<file path="src/rtl/riscv_core_pkg.sv">
// Shared core definitions: datapath widths, reset vector, opcode fields and
// the fetch queue entry layout.
package riscv_core_pkg;

    localparam int XLEN = 32;
    localparam int ILEN = 32;

    localparam logic [XLEN-1:0] RESET_PC_DEFAULT = 32'h0000_0000;

    // opcode[6:2] values shared with the branch decision logic in execute
    localparam logic [4:0] OP_JAL    = 5'b11011;
    localparam logic [4:0] OP_BRANCH = 5'b11000;

    typedef struct packed {
        logic [XLEN-1:0] pc;
        logic [ILEN-1:0] instr;
    } fetch_entry_t;

    // Redirect targets are forced onto a word boundary; misalignment traps live in execute.
    function automatic logic [XLEN-1:0] align_word(input logic [XLEN-1:0] addr);
        return {addr[XLEN-1:2], 2'b00};
    endfunction

endpackage

</file>
<file path="src/rtl/fetch_queue.sv">
// First-word-fall-through queue of {pc, instr} between fetch and decode.
// Flush empties it in one cycle; the head outputs hold their last value when empty.
module fetch_queue
    import riscv_core_pkg::*;
#(
    parameter int DEPTH = 2,
    localparam int PW = $clog2(DEPTH),
    localparam int CW = $clog2(DEPTH + 1)
) (
    input  logic         clk_i,
    input  logic         rst_i,
    input  logic         flush_i,
    input  logic         push_i,
    input  fetch_entry_t push_data_i,
    input  logic         pop_i,
    output logic         valid_o,
    output fetch_entry_t head_o,
    output logic [CW-1:0] count_o
);

    fetch_entry_t  mem_q [DEPTH];
    fetch_entry_t  last_q;
    logic [PW-1:0] rd_ptr_q, rd_ptr_d;
    logic [PW-1:0] wr_ptr_q, wr_ptr_d;
    logic [CW-1:0] count_q, count_d;
    logic          pop_eff;

    function automatic logic [PW-1:0] next_ptr(input logic [PW-1:0] p);
        return (p == PW'(DEPTH - 1)) ? '0 : p + 1'b1;
    endfunction

    assign pop_eff = pop_i && (count_q != '0);

    always_comb begin
        rd_ptr_d = rd_ptr_q;
        wr_ptr_d = wr_ptr_q;
        count_d  = count_q;
        if (flush_i) begin
            rd_ptr_d = '0;
            wr_ptr_d = '0;
            count_d  = '0;
        end else begin
            if (push_i) begin
                wr_ptr_d = next_ptr(wr_ptr_q);
            end
            if (pop_eff) begin
                rd_ptr_d = next_ptr(rd_ptr_q);
            end
            count_d = count_q + CW'(push_i) - CW'(pop_eff);
        end
    end

    always_ff @(posedge clk_i) begin
        if (rst_i) begin
            rd_ptr_q <= '0;
            wr_ptr_q <= '0;
            count_q  <= '0;
            last_q   <= '0;
        end else begin
            rd_ptr_q <= rd_ptr_d;
            wr_ptr_q <= wr_ptr_d;
            count_q  <= count_d;
            // Remember what decode last saw so the outputs stay put once empty.
            if (count_q != '0) begin
                last_q <= mem_q[rd_ptr_q];
            end
        end
    end

    always_ff @(posedge clk_i) begin
        if (push_i && !flush_i) begin
            mem_q[wr_ptr_q] <= push_data_i;
        end
    end

    assign valid_o = (count_q != '0);
    assign head_o  = valid_o ? mem_q[rd_ptr_q] : last_q;
    assign count_o = count_q;

endmodule

</file>
<file path="src/rtl/fetch_redirect_unit.sv">
// Fetch front end: in-order instruction requests with credit-based flow control,
// redirect on taken branch/jump, and squashing of wrong-path responses.
module fetch_redirect_unit
    import riscv_core_pkg::*;
#(
    parameter logic [XLEN-1:0] RESET_PC        = RESET_PC_DEFAULT,
    parameter int              MAX_OUTSTANDING = 2,
    parameter int              QUEUE_DEPTH     = 2
) (
    input  logic            clk_in,
    input  logic            rst_in,
    input  logic            branch_taken_in,
    input  logic [XLEN-1:0] branch_target_in,
    output logic            imem_req_valid_out,
    input  logic            imem_req_ready_in,
    output logic [XLEN-1:0] imem_addr_out,
    input  logic            imem_rsp_valid_in,
    input  logic [ILEN-1:0] imem_rsp_data_in,
    output logic            instr_valid_out,
    input  logic            instr_ready_in,
    output logic [ILEN-1:0] instr_out,
    output logic [XLEN-1:0] instr_pc_out
);

    localparam int OCW = $clog2(MAX_OUTSTANDING + 1);
    localparam int QCW = $clog2(QUEUE_DEPTH + 1);

    logic [XLEN-1:0] fetch_pc_q, fetch_pc_d;
    logic [XLEN-1:0] rsp_pc_q, rsp_pc_d;
    logic [OCW-1:0]  outstanding_q, outstanding_d;
    logic [OCW-1:0]  drop_cnt_q, drop_cnt_d;

    logic            req_valid, req_fire;
    logic            rsp_live, rsp_drop;
    logic            q_push, q_pop, q_valid;
    logic [QCW-1:0]  q_count;
    fetch_entry_t    q_wdata, q_head;

    always_comb begin
        req_valid = 1'b0;
        // Only issue if every live (non-dropped) response already has a queue slot.
        if (!rst_in
            && (int'(outstanding_q) < MAX_OUTSTANDING)
            && ((int'(outstanding_q) - int'(drop_cnt_q) + int'(q_count)) < QUEUE_DEPTH)) begin
            req_valid = 1'b1;
        end
    end

    assign req_fire = req_valid && imem_req_ready_in;
    assign rsp_live = imem_rsp_valid_in && (outstanding_q != '0);
    assign rsp_drop = rsp_live && (drop_cnt_q != '0);
    assign q_push   = rsp_live && !rsp_drop && !branch_taken_in;
    assign q_pop    = q_valid && instr_ready_in;
    assign q_wdata  = '{pc: rsp_pc_q, instr: imem_rsp_data_in};

    always_comb begin
        fetch_pc_d    = fetch_pc_q;
        rsp_pc_d      = rsp_pc_q;
        outstanding_d = outstanding_q + OCW'(req_fire) - OCW'(rsp_live);
        drop_cnt_d    = drop_cnt_q - OCW'(rsp_drop);
        if (req_fire) begin
            fetch_pc_d = fetch_pc_q + 32'd4;
        end
        if (q_push) begin
            rsp_pc_d = rsp_pc_q + 32'd4;
        end
        if (branch_taken_in) begin
            // Everything still in flight after this cycle belongs to the wrong path.
            fetch_pc_d = align_word(branch_target_in);
            rsp_pc_d   = align_word(branch_target_in);
            drop_cnt_d = outstanding_d;
        end
    end

    always_ff @(posedge clk_in) begin
        if (rst_in) begin
            fetch_pc_q    <= RESET_PC;
            rsp_pc_q      <= RESET_PC;
            outstanding_q <= '0;
            drop_cnt_q    <= '0;
        end else begin
            fetch_pc_q    <= fetch_pc_d;
            rsp_pc_q      <= rsp_pc_d;
            outstanding_q <= outstanding_d;
            drop_cnt_q    <= drop_cnt_d;
        end
    end

    fetch_queue #(
        .DEPTH (QUEUE_DEPTH)
    ) u_fetch_queue (
        .clk_i       (clk_in),
        .rst_i       (rst_in),
        .flush_i     (branch_taken_in),
        .push_i      (q_push),
        .push_data_i (q_wdata),
        .pop_i       (q_pop),
        .valid_o     (q_valid),
        .head_o      (q_head),
        .count_o     (q_count)
    );

    assign imem_req_valid_out = req_valid;
    assign imem_addr_out      = fetch_pc_q;
    assign instr_valid_out    = q_valid;
    assign instr_out          = q_head.instr;
    assign instr_pc_out       = q_head.pc;

    // A response with nothing outstanding is a memory protocol violation; it is ignored.
    always @(posedge clk_in) begin
        if (!rst_in) begin
            assert (!(imem_rsp_valid_in && (outstanding_q == '0)));
        end
    end

endmodule

</file>
<file path="config.mk">
export PLATFORM = sky130hd
export DESIGN_NAME = fetch_redirect_unit
export DESIGN_NICKNAME = d
export VERILOG_FILES = /design/src/rtl/riscv_core_pkg.sv /design/src/rtl/fetch_queue.sv /design/src/rtl/fetch_redirect_unit.sv
export SDC_FILE = /design/constraint.sdc
export NUM_CORES = 1
export LEC_CHECK = 0
export CORE_UTILIZATION = 56
export CTS_BUF_LIST = sky130_fd_sc_hd__clkbuf_4 sky130_fd_sc_hd__clkbuf_8
export CTS_CLUSTER_SIZE = 28
export DETAILED_ROUTE_END_ITERATION = 12
export HOLD_SLACK_MARGIN = 0.15
export PLACE_DENSITY_LB_ADDON = 0.05
export SLEW_MARGIN = 20
export SYNTH_ARGS = -nofsm -noshare
export SYNTH_HDL_FRONTEND = slang
export SYNTH_SLANG_ARGS = --single-unit
</file>
<file path="constraint.sdc">
create_clock -name clk_in -period 7.7 [get_ports clk_in]
set_input_delay 1.54 -clock clk_in [delete_from_list [all_inputs] [get_ports clk_in]]
set_output_delay 1.54 -clock clk_in [all_outputs]
set_load 0.01 [all_outputs]
</file>
; ---- Word level (Yosys, flattened, before mapping)
; Memory sizes are Yosys's and may differ from the RTL's. A register that Yosys moved wholly into a read port is not among the register bits.
; Cells that the tools add are included.
[totals]
ramBits = 128
in_bits = 70
rom_bits = 0
wordCells = 57
latchBits = 0
out_inout_bits = 98
memories = 1
regBits = 136
[op_classes]
n_eq_ne = 0
shift = 0
n_mul = 0
addsub = 11
n_reduce_logical = 19
bitwise_logic = 0
div = 0
n_lt_le_gt_ge = 2
mux = 13
[memory_table]
columns = memory, words, width, rd, rd_clocked_by_memory_dff, write_ports, line
row1 = u_fetch_queue.mem_q, 2, 64, 1, 1, 1, fetch_queue.sv:21  ; fetch_entry_t mem_q [DEPTH];
[op_table]
columns = op, count
row1 = 32-bit two-way mux, 4
row2 = "32-bit by 3-bit adder with 32-bit output, second input constant", 2
row3 = 64-bit two-way mux, 1
row4 = 1-bit logical AND, 10
row5 = 2-bit nonzero test, 5
row6 = 1-bit two-way mux, 7
row7 = 2-bit by 1-bit subtractor with 2-bit output, 3
row8 = 2-bit by 1-bit adder with 2-bit output, 2
row9 = 3-bit by 3-bit adder with 4-bit output, 1
row10 = "4-bit by 3-bit less-than comparator with 1-bit output, second input constant", 1
row11 = 1-bit zero test, 3
row12 = 2-bit by 2-bit subtractor with 3-bit output, 1
row13 = "1-bit adder, second input constant", 2
row14 = "2-bit less-than comparator, second input constant", 1
row15 = 2-bit two-way mux, 1
row16 = 2-bit OR reduction, 1

; ---- Longest topological paths before layout
[depth]
ltp_word = 9
ltp_mapped = 16
ltp_nobuf = 15

; ---- By module
; A second synthesis with hierarchy kept.
[unflattened]
cells_unflattened = 959
hier_area_um2 = 11372.2
[by_module_without_submodules]
columns = module, n_inst, seq_area_each_um2, area_each_um2, cells_per_inst
row1 = fetch_queue, 1, 5225.0, 7638.6, 513
row2 = fetch_redirect_unit, 1, 1281.2, 3733.6, 446

; ---- Least setup slack after synthesis
; Ideal clock, no wire load.
[synth_path]
path_kind = input port to flip-flop
start = input branch_taken_in
end = memory u_fetch_queue.mem_q[0][0] (netlist name) (enable)
path_stages = 3
arrival_ns = 6.172
path_slack_ns = 0.970
required_time_ns = 7.142
setup_ns = 0.558
path_cell_list = clkbuf_1 -> clkbuf_1 -> nor3_1
[synth_between]
elab_chain_cells = 5
[synth_rtl]
columns = element, line
row1 = from (decl), fetch_redirect_unit.sv:12  ; input logic branch_taken_in,
row2 = 1-bit zero test (*), "fetch_queue.sv:71, fetch_redirect_unit.sv:52"
row3 = 1-bit logical AND, fetch_redirect_unit.sv:52  ; assign q_push = rsp_live && !rsp_drop && !branch_taken_in;
row4 = 1-bit logical AND (*), fetch_queue.sv:71  ; if (push_i && !flush_i) begin
row5 = 1-bit two-way mux (*), fetch_queue.sv:71
row6 = 1-bit two-way mux (implied by the code) (*), fetch_queue.sv:72  ; mem_q[wr_ptr_q] <= push_data_i;
row7 = to (decl), fetch_queue.sv:21
; Mark *: on every way between the ends. The rest lies on a longest branch, timed or not.

; ---- Worst setup path after layout
[layout_path]
start = register drop_cnt_q[0]
end = output imem_req_valid_out
[layout_between]
elab_chain_cells = 5
[layout_rtl]
columns = element, line
row1 = from (decl), fetch_redirect_unit.sv:31  ; logic [OCW-1:0] drop_cnt_q, drop_cnt_d;
row2 = from (signal assigned), fetch_redirect_unit.sv:85  ; drop_cnt_q <= drop_cnt_d;
row3 = 2-bit by 2-bit subtractor with 3-bit output, fetch_redirect_unit.sv:44  ; && ((int'(outstanding_q) - int'(drop_cnt_q) + int'(q_count)) < QUEUE_DEPTH)) begin
row4 = 3-bit by 3-bit adder with 4-bit output, fetch_redirect_unit.sv:44
row5 = 4-bit by 3-bit less-than comparator with 1-bit output, fetch_redirect_unit.sv:44
row6 = 1-bit logical AND, fetch_redirect_unit.sv:44
row7 = 1-bit two-way mux, fetch_redirect_unit.sv:42  ; if (!rst_in
row8 = to (decl), fetch_redirect_unit.sv:14  ; output logic imem_req_valid_out,
; No other way between the ends.

==> flow_summary.toml <==
[outcome]
status = "finished, final reports clean"

[clocking]
cts_buffer_depth = 3
htreeDepth = 2
cts_setup_buffers = 0
clk_latency_ns = 0.53
cts_inserted_buffers = 43
cts_tree = "yes"
cts.clk_slew.worst_paths_ns = 0.06
clockRootBuffer = "clkbuf_8"
cts_resized = 0
holdBufCountCts = 0
cts.sinks = 257

[yosys]
yosysWarnings = 0
synth-seq-cells = 257
synth_edf_count = 124
synth.avg_cell_area_um2 = 11.5
ys.flop_type = "dfxtp_1"
netlist_instances = 930
synth_cell_types = 48
syn_area_um2 = 10700
async_flop_share_pct = 0
ys_seq_area_share_pct = 59.5
ys_top_cells_by_area = "edfxtp_1, dfxtp_1, mux2i_1"
yosys.area.top_type = "edfxtp_1"
netlist.area_leader.share_pct = 34.7

[flow_run]
drv_cap = 0

[pwr]
combPwrFrac_pct = 14.5
seqPwrFrac_pct = 49.4
p_sw_mw = 0.816
p_per_area_nw_per_um2 = 239
ir_worst_vdd_uv = 151
p_clk_share_pct = 36.1
total_power_mw = 3.19
power.leakage_nw = 4.64
internal-power_mw = 2.37
swShare_pct = 25.6

[grt]
first_global_vias = 6952
overflow = 0
grt_use_total_pct = 22.2
grt_max_degree = 76
antenna_found_initial = 0
grt_pass1_wl_um = 34700

[hold_path]
holdCritPathClass = "flip-flop to flip-flop"
min_delay_path_depth = 0
hp-start = "rsp_pc_q[12]"

[timing]
finalSetupViolations = 0
setup_tns_ns = 0
max-slew-margin-rel_pct = 40.9
fmax_ghz = 0.200
fin_ws_ns = 2.71
finalMaxSlewViolations = 0
fin_skew_ns = 0.0239
worst_pin_slew_ns = 0.887
rsz0062_at_grt = "false"
layout_min_cycle_time_ns = 4.99
period_share_pct = 64.8
hold_slack_ns = 0.510
hold_violations = 0

[floorplan]
ios = 168
rows = 50
initial_core_util_pct = 57.2
coreArea_um2 = 18800
fp.dieW_um = 140
die_h_um = 140
die_area_um2 = 19700

[final_layout]
fillers = 1407
mostFrequentLayoutCell = "clkdlybuf4s50_1"
fin_nets = 1175
drive_gt1_share_pct = 9.49
multiInputGateArea_um2 = 3930
n_antenna_cell = 0
area_growth_pct = 24.3
final_cell_mix = "clkdlybuf4s50_1, dfxtp_1, edfxtp_1"
finalInstanceArea_um2 = 13300
register_area_um2 = 6390

[worst_setup_path]
cpPeakStageDelay_ns = 0.65
reg2reg_depth = 14
timing.rr.start = "drop_cnt_q[0]"
worst_path_max_delay_cell = "clkdlybuf4s50_1"
critPathRequiredTime_ns = 6.16
worst-path-max-fanout = 29
crit_start = "drop_cnt_q[0]"
crit_arrival_ns = 3.45
crit_type = "flip-flop to output port"
cp-endpoint = "imem_req_valid_out"
r2r_slack_ns = 4.18
cp_cell_sequence = "ha_1, inv_1, fa_1, fa_1, nor3_1, a22o_2, clkdlybuf4s50_1"
crit_path_frequent_cell = "fa_1"
timing.rr.end = "drop_cnt_q[1]"
end_kind = "output port"
start_kind = "flip-flop"

[placement]
gp_congestion = 0.833
placed_area_um2 = 12500
dpl.hpwl_um = 13400
port_buffers = 163
dp_slack_ns = 2.79

[drt]
vias = 7121
drc = 0
wl_per_cell_um = 15.7
wl_um = 21300
ant_nets = 0
drt_iter0_markers = 378
vias_per_cell = 5.23
drtPass1Iterations = 4
routing by layer:
metal	GRT usage [%]	share of wire (%)	up-vias
li1	-	-	3582
met5	0	0	-
met4	7.00	2.0	0
met2	35.8	45	203
met3	4.82	5.5	38
met1	29.8	47	3298
worst max-delay path, delay by kind of cell (launching register included):
family,cells,cell delay [ns]
flops,1,0.41
buf+inv,2,0.69
compound gates,1,0.52
fa+ha+maj,3,1.14
simple gates,1,0.15
power by group through the flow:
stage	sequential (mW)	combinational, mW	clock (mW)
after detailed placement	1.60	0.460	0
after global placement	1.60	0.454	0
final	1.58	0.463	1.15
after CTS	1.58	0.464	1.18
after global routing	1.58	0.515	1.25
after floorplan	1.60	0.288	0
cells in the mapped netlist, types with 8 or more instances:
master and number:
nor2_1 24, nor3_1 15, dfxtp_1 133, o21ai_0 63
and2_1 8, edfxtp_1 124, nor2b_1 65, clkbuf_1 30
inv_1 47, xnor2_1 36, mux2i_1 64, ha_1 9
buf_2 15, and4_1 8, a21boi_0 29, nand4_1 17
a21oi_1 31, nand3_1 18, a21boi_1 22, nand2_1 85
xor2_1 28
area by class of cell:
class	instances	share of cell area, %
clock inverters	16	0.535
multi-input cells	573	29.4
well taps	234	2.20
clock buffers	62	5.74
flip-flops and latches	257	47.9
inverters	48	1.36
repair buffers	171	12.8
through the flow:
step	util, %	instances
CTS	70.9	1360
global route	71.1	1361
floorplan	-	931
global placement	66.5	1282
finish	71.1	1361
detailed placement	66.5	1282
kinds of logic (layout without fill, tap and decap cells):
| family | Yosys count | count (layout) | synth area share [%] |
|---|---|---|---|
| mux | 64 | 64 | 5.97 |
| other cells | 1 | 2 | 0.0349 |
| xor+xnor | 64 | 64 | 5.22 |
| compound gates | 155 | 155 | 8.67 |
| flops | 257 | 257 | 59.5 |
| simple gates | 277 | 277 | 15.1 |
| fa+ha+maj | 11 | 11 | 1.42 |
| buf+inv | 101 | 297 | 4.07 |
state kept, by name, summed over array words and instances (netlist names), named ones only:
register	cells
imem_addr_out	30
u_fetch_queue.count_o	2
u_fetch_queue.wr_ptr_q	1
rsp_pc_q	30
u_fetch_queue.rd_ptr_q	1
u_fetch_queue.last_q	64
u_fetch_queue.mem_q	124
drop_cnt_q	2
outstanding_q	2
worst min path at each step:
stage and endpoint:
3_3_place_gp u_fetch_queue.mem_q[0][52], 5_1_grt u_fetch_queue.mem_q[0][60], 2_1_floorplan u_fetch_queue.mem_q[0][63], 3_5_place_dp u_fetch_queue.mem_q[1][60]
4_1_cts u_fetch_queue.mem_q[1][44], 6_report u_fetch_queue.mem_q[0][44]
Note: power is estimated with default switching activity, not from simulation.
